--- config.mk ---
export PLATFORM = sky130hd
export DESIGN_NAME = mem_arbiter_rrb
export DESIGN_NICKNAME = d
export VERILOG_FILES = /design/src/rtl/mem_arbiter_rrb.sv
export SDC_FILE = /design/constraint.sdc
export NUM_CORES = 1
export LEC_CHECK = 0
export CORE_MARGIN = 5
export CORE_UTILIZATION = 60
export CTS_BUF_LIST = sky130_fd_sc_hd__clkbuf_2 sky130_fd_sc_hd__clkbuf_4 sky130_fd_sc_hd__clkbuf_8
export DETAILED_ROUTE_END_ITERATION = 6
export GPL_ROUTABILITY_DRIVEN = 0
export PLACE_DENSITY = 0.81
export SYNTH_ARGS = -nofsm -noshare
export SYNTH_HDL_FRONTEND = slang
export SYNTH_SLANG_ARGS = --single-unit
export TNS_END_PERCENT = 20
--- constraint.sdc ---
create_clock -name clk -period 13.5 [get_ports clk]
set_clock_uncertainty 0.2 [all_clocks]
set_input_delay 3.375 -clock clk [delete_from_list [all_inputs] [get_ports clk]]
set_output_delay 3.375 -clock clk [all_outputs]
set_load 0.02 [all_outputs]
--- src/rtl/mem_arbiter_rrb.sv ---
// ---------------------------------------------------------------------------
// mem_arbiter_rrb
//
// Round-robin memory arbiter with a two-level priority class, a burst limit
// and a per-port lock that exempts the holder from that limit.
//
// The grant comes out of a registered FSM:
//   S_IDLE  choose a winner from req/prio, searching from last+1
//   S_BUSY  hold the grant until the holder drops req, or until the burst
//           limit is reached while another port is waiting
//   S_ITER  dead cycle after a grant ends; last is updated here
// Every handover therefore has two dead cycles (S_ITER, then S_IDLE).
//
// Ports:
//   clk        clock, rising edge
//   rst        asynchronous active-high reset
//   req        [PORT]  per-port request, level-sensitive
//   prio       [PORT]  per-port high-priority qualifier, sampled with req
//   lock       [PORT]  per-port lock, holder ignores the burst limit
//   grant      [PORT]  registered one-hot grant or all-zero
//   grant_vld          registered OR of grant
//   grant_id   [IDW]   registered index of the granted port, holds when idle
//   preempt            registered one-cycle pulse when the burst limit
//                      revokes a grant
// ---------------------------------------------------------------------------
module mem_arbiter_rrb #(
    parameter int unsigned PORT      = 8,
    parameter int unsigned BURST_MAX = 16,
    parameter int unsigned IDW       = $clog2(PORT),
    parameter int unsigned CNTW      = 8
) (
    input  logic            clk,
    input  logic            rst,
    input  logic [PORT-1:0] req,
    input  logic [PORT-1:0] prio,
    input  logic [PORT-1:0] lock,
    output logic [PORT-1:0] grant,
    output logic            grant_vld,
    output logic [IDW-1:0]  grant_id,
    output logic            preempt
);

    typedef enum logic [2:0] {
        S_IDLE = 3'b001,
        S_BUSY = 3'b010,
        S_ITER = 3'b100
    } state_e;

    localparam logic [CNTW-1:0] BURST_LIM = CNTW'(BURST_MAX);
    localparam logic [IDW-1:0]  LAST_RST  = IDW'(PORT - 1);

    state_e            state_q, state_d;
    logic [PORT-1:0]   grant_q, grant_d;
    logic              vld_q, vld_d;
    logic [IDW-1:0]    id_q, id_d;
    logic              preempt_q, preempt_d;
    logic [CNTW-1:0]   cnt_q, cnt_d;
    logic [IDW-1:0]    last_q, last_d;

    // Winner search
    logic [31:0]       idx;
    logic [IDW-1:0]    cur;
    logic              hit_hi, hit_any;
    logic [IDW-1:0]    win_hi, win_any;
    logic [IDW-1:0]    winner;

    // Status of the current holder
    logic              hold_req;
    logic              hold_lock;
    logic              others_req;

    // Scan ports in order last+1, last+2, ... wrapping; remember the first
    // requester overall and the first requester with prio set.
    always_comb begin
        idx     = '0;
        cur     = '0;
        hit_hi  = 1'b0;
        hit_any = 1'b0;
        win_hi  = '0;
        win_any = '0;
        for (int unsigned i = 1; i <= PORT; i++) begin
            idx = 32'(last_q) + 32'(i);
            if (idx >= 32'(PORT)) begin
                idx = idx - 32'(PORT);
            end
            cur = idx[IDW-1:0];
            if (req[cur]) begin
                if (!hit_any) begin
                    hit_any = 1'b1;
                    win_any = cur;
                end
                if (prio[cur] && !hit_hi) begin
                    hit_hi = 1'b1;
                    win_hi = cur;
                end
            end
        end
        winner = hit_hi ? win_hi : win_any;
    end

    assign hold_req   = |(req & grant_q);
    assign hold_lock  = |(lock & grant_q);
    assign others_req = |(req & ~grant_q);

    always_comb begin
        state_d   = state_q;
        grant_d   = grant_q;
        vld_d     = vld_q;
        id_d      = id_q;
        cnt_d     = cnt_q;
        last_d    = last_q;
        preempt_d = 1'b0;

        unique case (state_q)
            S_IDLE: begin
                grant_d = '0;
                vld_d   = 1'b0;
                if (|req) begin
                    grant_d[winner] = 1'b1;
                    vld_d           = 1'b1;
                    id_d            = winner;
                    cnt_d           = CNTW'(1);
                    state_d         = S_BUSY;
                end
            end

            S_BUSY: begin
                if (!hold_req) begin
                    grant_d = '0;
                    vld_d   = 1'b0;
                    last_d  = id_q;
                    cnt_d   = '0;
                    state_d = S_ITER;
                end else if ((cnt_q == BURST_LIM) && !hold_lock && others_req) begin
                    // Burst limit reached with someone waiting: revoke.
                    grant_d   = '0;
                    vld_d     = 1'b0;
                    last_d    = id_q;
                    cnt_d     = '0;
                    preempt_d = 1'b1;
                    state_d   = S_ITER;
                end else if (cnt_q < BURST_LIM) begin
                    cnt_d = cnt_q + CNTW'(1);
                end
            end

            S_ITER: begin
                grant_d = '0;
                vld_d   = 1'b0;
                state_d = S_IDLE;
            end

            default: begin
                // Corrupted state register: drop everything and rearbitrate.
                grant_d = '0;
                vld_d   = 1'b0;
                cnt_d   = '0;
                state_d = S_IDLE;
            end
        endcase
    end

    always_ff @(posedge clk or posedge rst) begin
        if (rst) begin
            state_q   <= S_IDLE;
            grant_q   <= '0;
            vld_q     <= 1'b0;
            id_q      <= '0;
            preempt_q <= 1'b0;
            cnt_q     <= '0;
            last_q    <= LAST_RST;
        end else begin
            state_q   <= state_d;
            grant_q   <= grant_d;
            vld_q     <= vld_d;
            id_q      <= id_d;
            preempt_q <= preempt_d;
            cnt_q     <= cnt_d;
            last_q    <= last_d;
        end
    end

    assign grant     = grant_q;
    assign grant_vld = vld_q;
    assign grant_id  = id_q;
    assign preempt   = preempt_q;

endmodule

== Word level (Yosys, flattened, before mapping) ==
Cells that the tools add are included.

* Flip-flop bits (word level): 27
* Input port bits: 26
* Output and inout port bits: 13
* Logic and storage cells: 201

* $add $sub $neg: 17
* Magnitude comparators: 19
* Equal/unequal tests: 8
* Muxes and demuxes: 119
* Bitwise operators: 5
* Reduce and logical (&&, ||, !) cells: 26

{| class="wikitable"
|+ Operators by type and width
! kind !! number
|-
| $mux 3 || 45
|-
| $mux 8 || 7
|-
| $bmux 1 s3 || 16
|-
| $mux 1 || 46
|-
| $lt 3x4->1 const B || 9
|-
| $reduce_or 8->1 || 4
|-
| $ge 4x4->1 const B || 7
|-
| $and 8x8->8 || 3
|-
| $pmux 8 s3 || 1
|-
| $sub 3x1->3 const B || 8
|-
| $add 3x3->4 const B || 4
|-
| $pmux 8 s2 || 1
|-
| $logic_and 1x1->1 || 10
|-
| $add 3x2->4 const B || 2
|-
| $add 8x1->8 const B || 1
|-
| $eq 8x5->1 const B || 1
|-
| $logic_not 1->1 || 8
|-
| $lt 8x5->1 const B || 1
|-
| $not 8->8 || 1
|-
| $pmux 3 s2 || 1
|-
| $reduce_and 2->1 || 3
|-
| $add 3x4->5 const B || 1
|-
| $ge 5x4->1 const B || 1
|-
| $add 3x1->4 const B || 1
|-
| 12 further kinds || 12
|}

== Depth between registers and ports, before layout ==
Gate-level depths: netlist of run 1.

* Depth in word-level cells: 42
* Depth in mapped cells: 16
* Mapped depth without buffers: 11

== Least setup slack after synthesis of run 1 ==
OpenSTA, ideal clock, no wires.

* Kind: input -> register
* Start: input port req[3]
* End: register grant_q[7] (netlist: grant[7])
* Library setup time: 0.096 ns
* Data arrival time: 5.713 ns
* Data required time: 13.204 ns
* Setup slack: 7.491 ns
* Stages: 8
* Cells stage by stage: mux4_2 -> or3_1 -> a211o_4 -> or3_1 -> o31a_1 -> o221a_1 -> or2_4 -> o32ai_2

* Word-level cells in the longest chain between the ends: 38

{| class="wikitable"
|+ Ends and longest elaborated chain
! what !! line !! text
|-
| start, declared || 34 || <nowiki>input logic [PORT-1:0] req,</nowiki>
|-
| $bmux 1 s3 || 87 || <nowiki>if (req[cur]) begin</nowiki>
|-
| $mux 1 (not written as such) || 87 ||
|-
| $mux 1 || 87 ||
|-
| $logic_not 1->1 || 92 || <nowiki>if (prio[cur] && !hit_hi) begin</nowiki>
|-
| $logic_and 1x1->1 || 92 ||
|-
| $mux 1 || 92 ||
|-
| $mux 1 || 87 ||
|-
| $logic_not 1->1 || 92 ||
|-
| [... 22 more ...] || n/a ||
|-
| $mux 3 or $mux 1 (tied branches) || 87 ||
|-
| $mux 3 || 98 || <nowiki>winner = hit_hi ? win_hi : win_any;</nowiki>
|-
| $lt 3x4->1 (not written as such) or $ge 3x1->1 (tied branches) || 119 || <nowiki>grant_d[winner] = 1'b1;</nowiki>
|-
| $logic_and 1x1->1 (not written as such) || 119 ||
|-
| $mux 1 (not written as such) || 119 ||
|-
| $demux 1 s3 || 119 ||
|-
| $mux 8 || 118 || <nowiki>if (|req) begin</nowiki>
|-
| $pmux 8 s2 || 114 || <nowiki>unique case (state_q)</nowiki>
|-
| end signal, assigned || 174 || <nowiki>grant_q <= grant_d;</nowiki>
|-
| end, declared || 53 || <nowiki>logic [PORT-1:0] grant_q, grant_d;</nowiki>
|}

Parallel ways exist; a longest one is shown, timed or not. The select of a mux whose other input is x is not followed.
A chain may end at the register's enable or synchronous reset.

== Worst setup path in the final report of run 1 ==
* Start: input port req[6]
* End: register grant_q[3] (netlist: grant[3])

Same word-level chain as after synthesis.

==> flow_metrics.tcl, run 1 <==
set metrics [dict create \
    syn_inst 383 \
    syn_nets 414 \
    firstDrtPassIters 5 \
    run_status "finished, final reports clean" \
    clk_pin_slew_ns 0.09 \
    yosys_warnings 0 \
    die_h_um 84.3 \
    post-synth-top-count-cell "nand2_1" \
    antenna_cells 0 \
    ys_async_sr_fraction_pct 100 \
    p_sw_uw 491 \
    fillers 457 \
    synth_seq_area_share_pct 20.6 \
    final_cells 470 \
    crit_type "input port to register" \
    numPortBuffers 38 \
    cts-root-buf "clkbuf_8" \
    grt_max_degree 49 \
    pwr-share-seq_pct 18.1 \
    post-cts-setup-buffers 0 \
    wire_per_inst_um 20.8 \
    multi_input_area_sq_um 2440 \
    relSlewSlack_pct 33.1 \
    cts_max_path_buffers 2 \
    htreeDepth 1 \
    power_density_nw_per_um2 256 \
    synthTopCellsByArea "dfrtp_1 17%, mux4_2 14%, mux2_2 5.4%, nand2_1 4.2%, mux2i_1 3.6%" \
    drt_iter0_markers 444 \
    synth_top_area_share_pct 17.4 \
    drc 0 \
    combinationalPowerShare_pct 76.7 \
    clock_power_share_pct 5.2 \
    cts.sinks 27 \
    drive_gt1_share_pct 14.1 \
    layout.nets 430 \
    report.final.slew_viol_count 0 \
    cp.required_ns 13.49 \
    core_sq_um 5440 \
    fin_crit_sh_pct 50.3 \
    fin_tns_setup_ns 0 \
    start_util_pct 60.9 \
    clock.fmax_mhz 147 \
    cts_resized 0 \
    swShare_pct 51.8 \
    endpoint_kind "register" \
    synth_seq_cells 27 \
    cts_buffers 3 \
    design_area_sq_um 3710 \
    avgSynthCellArea_sq_um 8.64 \
    synth-edff-count 0 \
    hpwl_mm 7.05 \
    num_rows 27 \
    dominantRegCellSynth "dfrtp_1" \
    leakage_nw 1.37 \
    synth_area_sq_um 3310 \
    insertion_delay_ns 0.28 \
    ir_drop_v 0.000185 \
    synth_common_cells "37 x nand2_1, 23 x dfrtp_1, 20 x mux4_2, 20 x nand3_1, 20 x o21ai_0" \
    grt_overflow 0 \
    dp_cells 466 \
    antenna_found_initial 0 \
    seq_area_sq_um 681 \
    syn2layout_area_growth_pct 12.0 \
    hold_viol_final 0 \
    cts_tree "done" \
    fp.dieArea_sq_um 7100 \
    track_usage_pct 28.0 \
    finalCriticalPeriod_ns 6.79 \
    crit_fanout 17 \
    cp.arrival_ns 6.78 \
    placed_cell_area_sq_um 3660 \
    die_w_um 84.3 \
    num_vias 3358 \
    drt-total-wl_mm 9.78 \
    grt_pass1_wl_mm 16.3 \
    max_cap_viol_count 0 \
    synthDistinctLibCells 68 \
    via_per_inst 7.14 \
    top_level_ports 39 \
    rsz0062_at_grt "no" \
    hp-class "register to register" \
    first_global_vias 3178 \
    synth_top_area_cell "dfrtp_1" \
    cts_hold_repair.buffers 0 \
    p_int_uw 458 \
    critPathLaunchType "input port" \
    ant_nets 0 \
    finalSetupViolations 0 \
    worstMarginPinSlew_ns 1.00 \
]
## per-stage QoR
step / total power, mW / hold slack, ns / utilization [%] / setup WS [ns]
CTS: 0.940 / 0.288 / 68.2 / 6.75
floorplan: 0.731 / 0.261 / - / 7.49
detailed placement: 0.888 / 0.265 / 67.3 / 6.44
global placement: 0.872 / 0.260 / 67.3 / 6.56
global route: 1.03 / 0.341 / 68.2 / 6.57
finish: 0.949 / 0.285 / 68.2 / 6.71
## final cells by class
| class | count | area share [%] |
|---|---|---|
| multi-input combinational | 312 | 65.7 |
| clock buffer | 4 | 1.32 |
| inverter | 15 | 1.52 |
| sequential | 27 | 18.4 |
| tap | 72 | 2.43 |
| timing repair buffer | 40 | 10.7 |
## logic make-up after synthesis
family	share of synthesized area, %
AND/OR/NAND/NOR	22.9
AO/OA/AOI/OAI	23.8
multiplexers	23.4
buffers and inverters	5.82
flip-flops	20.6
XOR/XNOR	1.59
adder cells (fa/ha/maj)	1.89
## path summary, 6_finish.rpt
check,startpoint,to,slack [ns],cells past startpoint
worst max-delay path,req[6],grant[3]$_DFFE_PP0P_,6.71,9
worst min-delay path,grant_vld$_DFFE_PP0P_,grant_vld$_DFFE_PP0P_,0.29,2
worst max register to register,last_q[0]$_DFFE_PP1P_,grant[3]$_DFFE_PP0P_,8.00,11
worst min register to register,grant_vld$_DFFE_PP0P_,grant_vld$_DFFE_PP0P_,0.29,2
max in group asynchronous,rst,cnt_q[2]$_DFFE_PP0P_,9.07,2
min in group asynchronous,rst,state_q[1]$_DFFE_PP0P_,3.42,2
## power groups by stage
stage	clock network, mW	logic [mW]	registers (mW)
floorplan	0	0.590	0.141
global placement	0	0.702	0.170
detailed placement	0	0.716	0.172
CTS	0.0504	0.718	0.171
global route	0.0539	0.793	0.178
finish	0.0492	0.728	0.172
## registers in the layout (all words and copies together) (netlist names)
signal and count:
cnt_q 8, grant 8, grant_id 3, grant_vld 1, last_q 3, preempt 1, state_q 3
## critical path, cell delays in order
cell             delay (ns)
clkdlybuf4s50_1        0.76
mux4_2                 0.60
or3_1                  0.40
a211o_4                0.39
or3_1                  0.38
o31a_1                 0.11
o221a_1                0.24
or2_4                  0.27
o31ai_1                0.24
## per-layer routing
metal,track usage (%),routed length [um],vias up
li1,-,-,1525
met1,39.2,4210,1607
met2,42.6,4500,196
met3,6.28,841,30
met4,10.1,227,0
met5,0,0,-
## cells in the final DEF, fill, tap and decap left out, drive strengths merged, types with 3 or more instances in the layout
cell type / n
a21oi: 10
nor4: 3
o31ai: 7
nor2b: 12
nand2: 37
nor3b: 3
nor2: 18
and3: 4
or2: 5
clkbuf: 4
ha: 5
o21a: 6
or3: 7
mux2: 18
o21ai: 23
a2111oi: 3
dfstp: 4
nand2b: 7
clkdlybuf4s50: 38
dfrtp: 23
a221oi: 3
a211oi: 7
nor3: 9
a221o: 3
mux2i: 12
xor2: 3
a22oi: 9
o32ai: 5
nand3b: 3
mux4: 20
o2111ai: 6
and2: 5
inv: 15
nand3: 20
nand4: 5
xnor2: 3
Power figures use the tool's default switching activity.
==> run 2, diff against run 1 <==
CORE_UTILIZATION = 59   (was 60)
PLACE_DENSITY = 0.8   (was 0.81)
clock period = 6.9 ns   (was 13.5 ns; I/O delays follow)
==> flow_metrics.tcl, run 2 (synthesized netlist as in run 1, its figures left out) <==
set metrics [dict create \
    cp_num_buf_inv 1 \
    place_ws_ns 1.44 \
    drc 0 \
    cts.sinks 27 \
    antenna_found_initial 0 \
    hold_viol_final 0 \
    slowest_delay_ns 0.96 \
    grt_max_degree 41 \
    final_util_pct 67.9 \
    swShare_pct 51.6 \
    relSlewSlack_pct 33.0 \
    first_global_vias 3067 \
    hpwl_mm 6.89 \
    clock_power_share_pct 5.1 \
    final_cell_mix "38 x clkdlybuf4s50_1, 37 x nand2_1, 23 x dfrtp_1" \
    endpoint_kind "register" \
    run_status "finished, final reports clean" \
    clk_pin_slew_ns 0.09 \
    top_level_ports 39 \
    met1_length_mm 4.19 \
    layout.nets 431 \
    cts_tree "done" \
    met2_length_mm 4.35 \
    startpoint "last_q[1]$_DFFE_PP1P_" \
    drt_iter0_markers 418 \
    ir_drop_v 0.000423 \
    power_density_nw_per_um2 501 \
    htreeDepth 1 \
    drt-total-wl_mm 9.71 \
    report.final.slew_viol_count 0 \
    critPathLaunchType "register" \
    placed_cell_area_sq_um 3670 \
    cts_hold_repair.buffers 0 \
    slowest_stage "ha_1" \
    clock.fmax_mhz 189 \
    num_vias 3346 \
    worstMarginPinSlew_ns 1.00 \
    firstDrtPassIters 5 \
    p_sw_uw 959 \
    post-cts-setup-buffers 0 \
    crit_fanout 29 \
    grt_pass1_wl_mm 15.9 \
    syn2layout_area_growth_pct 12.2 \
    track_usage_pct 26.9 \
    start_util_pct 60.5 \
    cts-root-buf "clkbuf_8" \
    top_layer_used "met4" \
    critical-path-top-delay-family "multiplexers" \
    combinationalPowerShare_pct 78.9 \
    design_area_sq_um 3720 \
    grt_overflow 0 \
    die_h_um 84.9 \
    antenna_cells 0 \
    hold_path.startpoint "cnt_q[7]$_DFFE_PP0P_" \
    layout_commonest_cell "clkdlybuf4s50_1" \
    wire_per_inst_um 20.6 \
    numPortBuffers 38 \
    hp-class "register to register" \
    drive_gt1_share_pct 14.3 \
    cts_resized 0 \
    insertion_delay_ns 0.28 \
    p_int_uw 901 \
    fp.dieArea_sq_um 7210 \
    crit_type "register to register" \
    fin_crit_sh_pct 76.7 \
    pwr-share-seq_pct 15.9 \
    rsz0062_at_grt "no" \
    cp.arrival_ns 5.28 \
    rr_startpoint "last_q[1]$_DFFE_PP1P_" \
    finalCriticalPeriod_ns 5.29 \
    setup_ws_ns 1.61 \
    ant_nets 0 \
    crit_chain "inv_1 -> ha_1 -> mux2_2 -> mux4_2 -> a211o_4 -> nor3b_1 -> nor4_1 -> o221a_1 -> or2_4 -> o31ai_1" \
    via_per_inst 7.10 \
    cts_max_path_buffers 2 \
    hold_ws_ns 0.304 \
    num_rows 27 \
    cts_buffers 3 \
    core_sq_um 5470 \
    leakage_nw 1.37 \
    die_w_um 84.9 \
    cp.required_ns 6.89 \
    max_cap_viol_count 0 \
    finalSetupViolations 0 \
    fin_tns_setup_ns 0 \
    met3WireLength_mm 1.03 \
]
[run 2: worst paths after layout]
path / end / slack [ns] / cells after the start
max: grant[5]$_DFFE_PP0P_ / 1.61 / 10
max reg2reg: grant[5]$_DFFE_PP0P_ / 1.61 / 10
min: cnt_q[7]$_DFFE_PP0P_ / 0.30 / 1
max in group asynchronous: grant[6]$_DFFE_PP0P_ / 4.12 / 2
min in group asynchronous: state_q[1]$_DFFE_PP0P_ / 1.78 / 2
min reg2reg: cnt_q[7]$_DFFE_PP0P_ / 0.30 / 1
[run 2: stage by stage]
stage               power [mW]  instances
detailed placement        1.73        467
global route              2.00        471
floorplan                 1.43        383
global placement          1.71        467
CTS                       1.83        471
finish                    1.86        471
[run 2: cell type report]
cell class / instances / area (sq um)
sequential: 27 / 681
fill: 474 / 1760
timing repair buffer: 41 / 403
tap: 72 / 90.1
inverter: 15 / 56.3
clock buffer: 4 / 48.8
multi-input combinational: 312 / 2440
[run 2: layer usage]
layer | global-route usage, % | vias up
met4 | 5.47 | 0
met1 | 41.2 | 1588
met3 | 4.66 | 24
met2 | 40.0 | 213
met5 | 0 | -
li1 | - | 1521
[run 2: power by group through the flow]
stage / registers, mW / clock network, mW / logic (mW)
floorplan: 0.276 / 0 / 1.15
CTS: 0.294 / 0.0951 / 1.44
detailed placement: 0.297 / 0 / 1.44
global route: 0.305 / 0.103 / 1.60
global placement: 0.295 / 0 / 1.42
finish: 0.296 / 0.0957 / 1.47
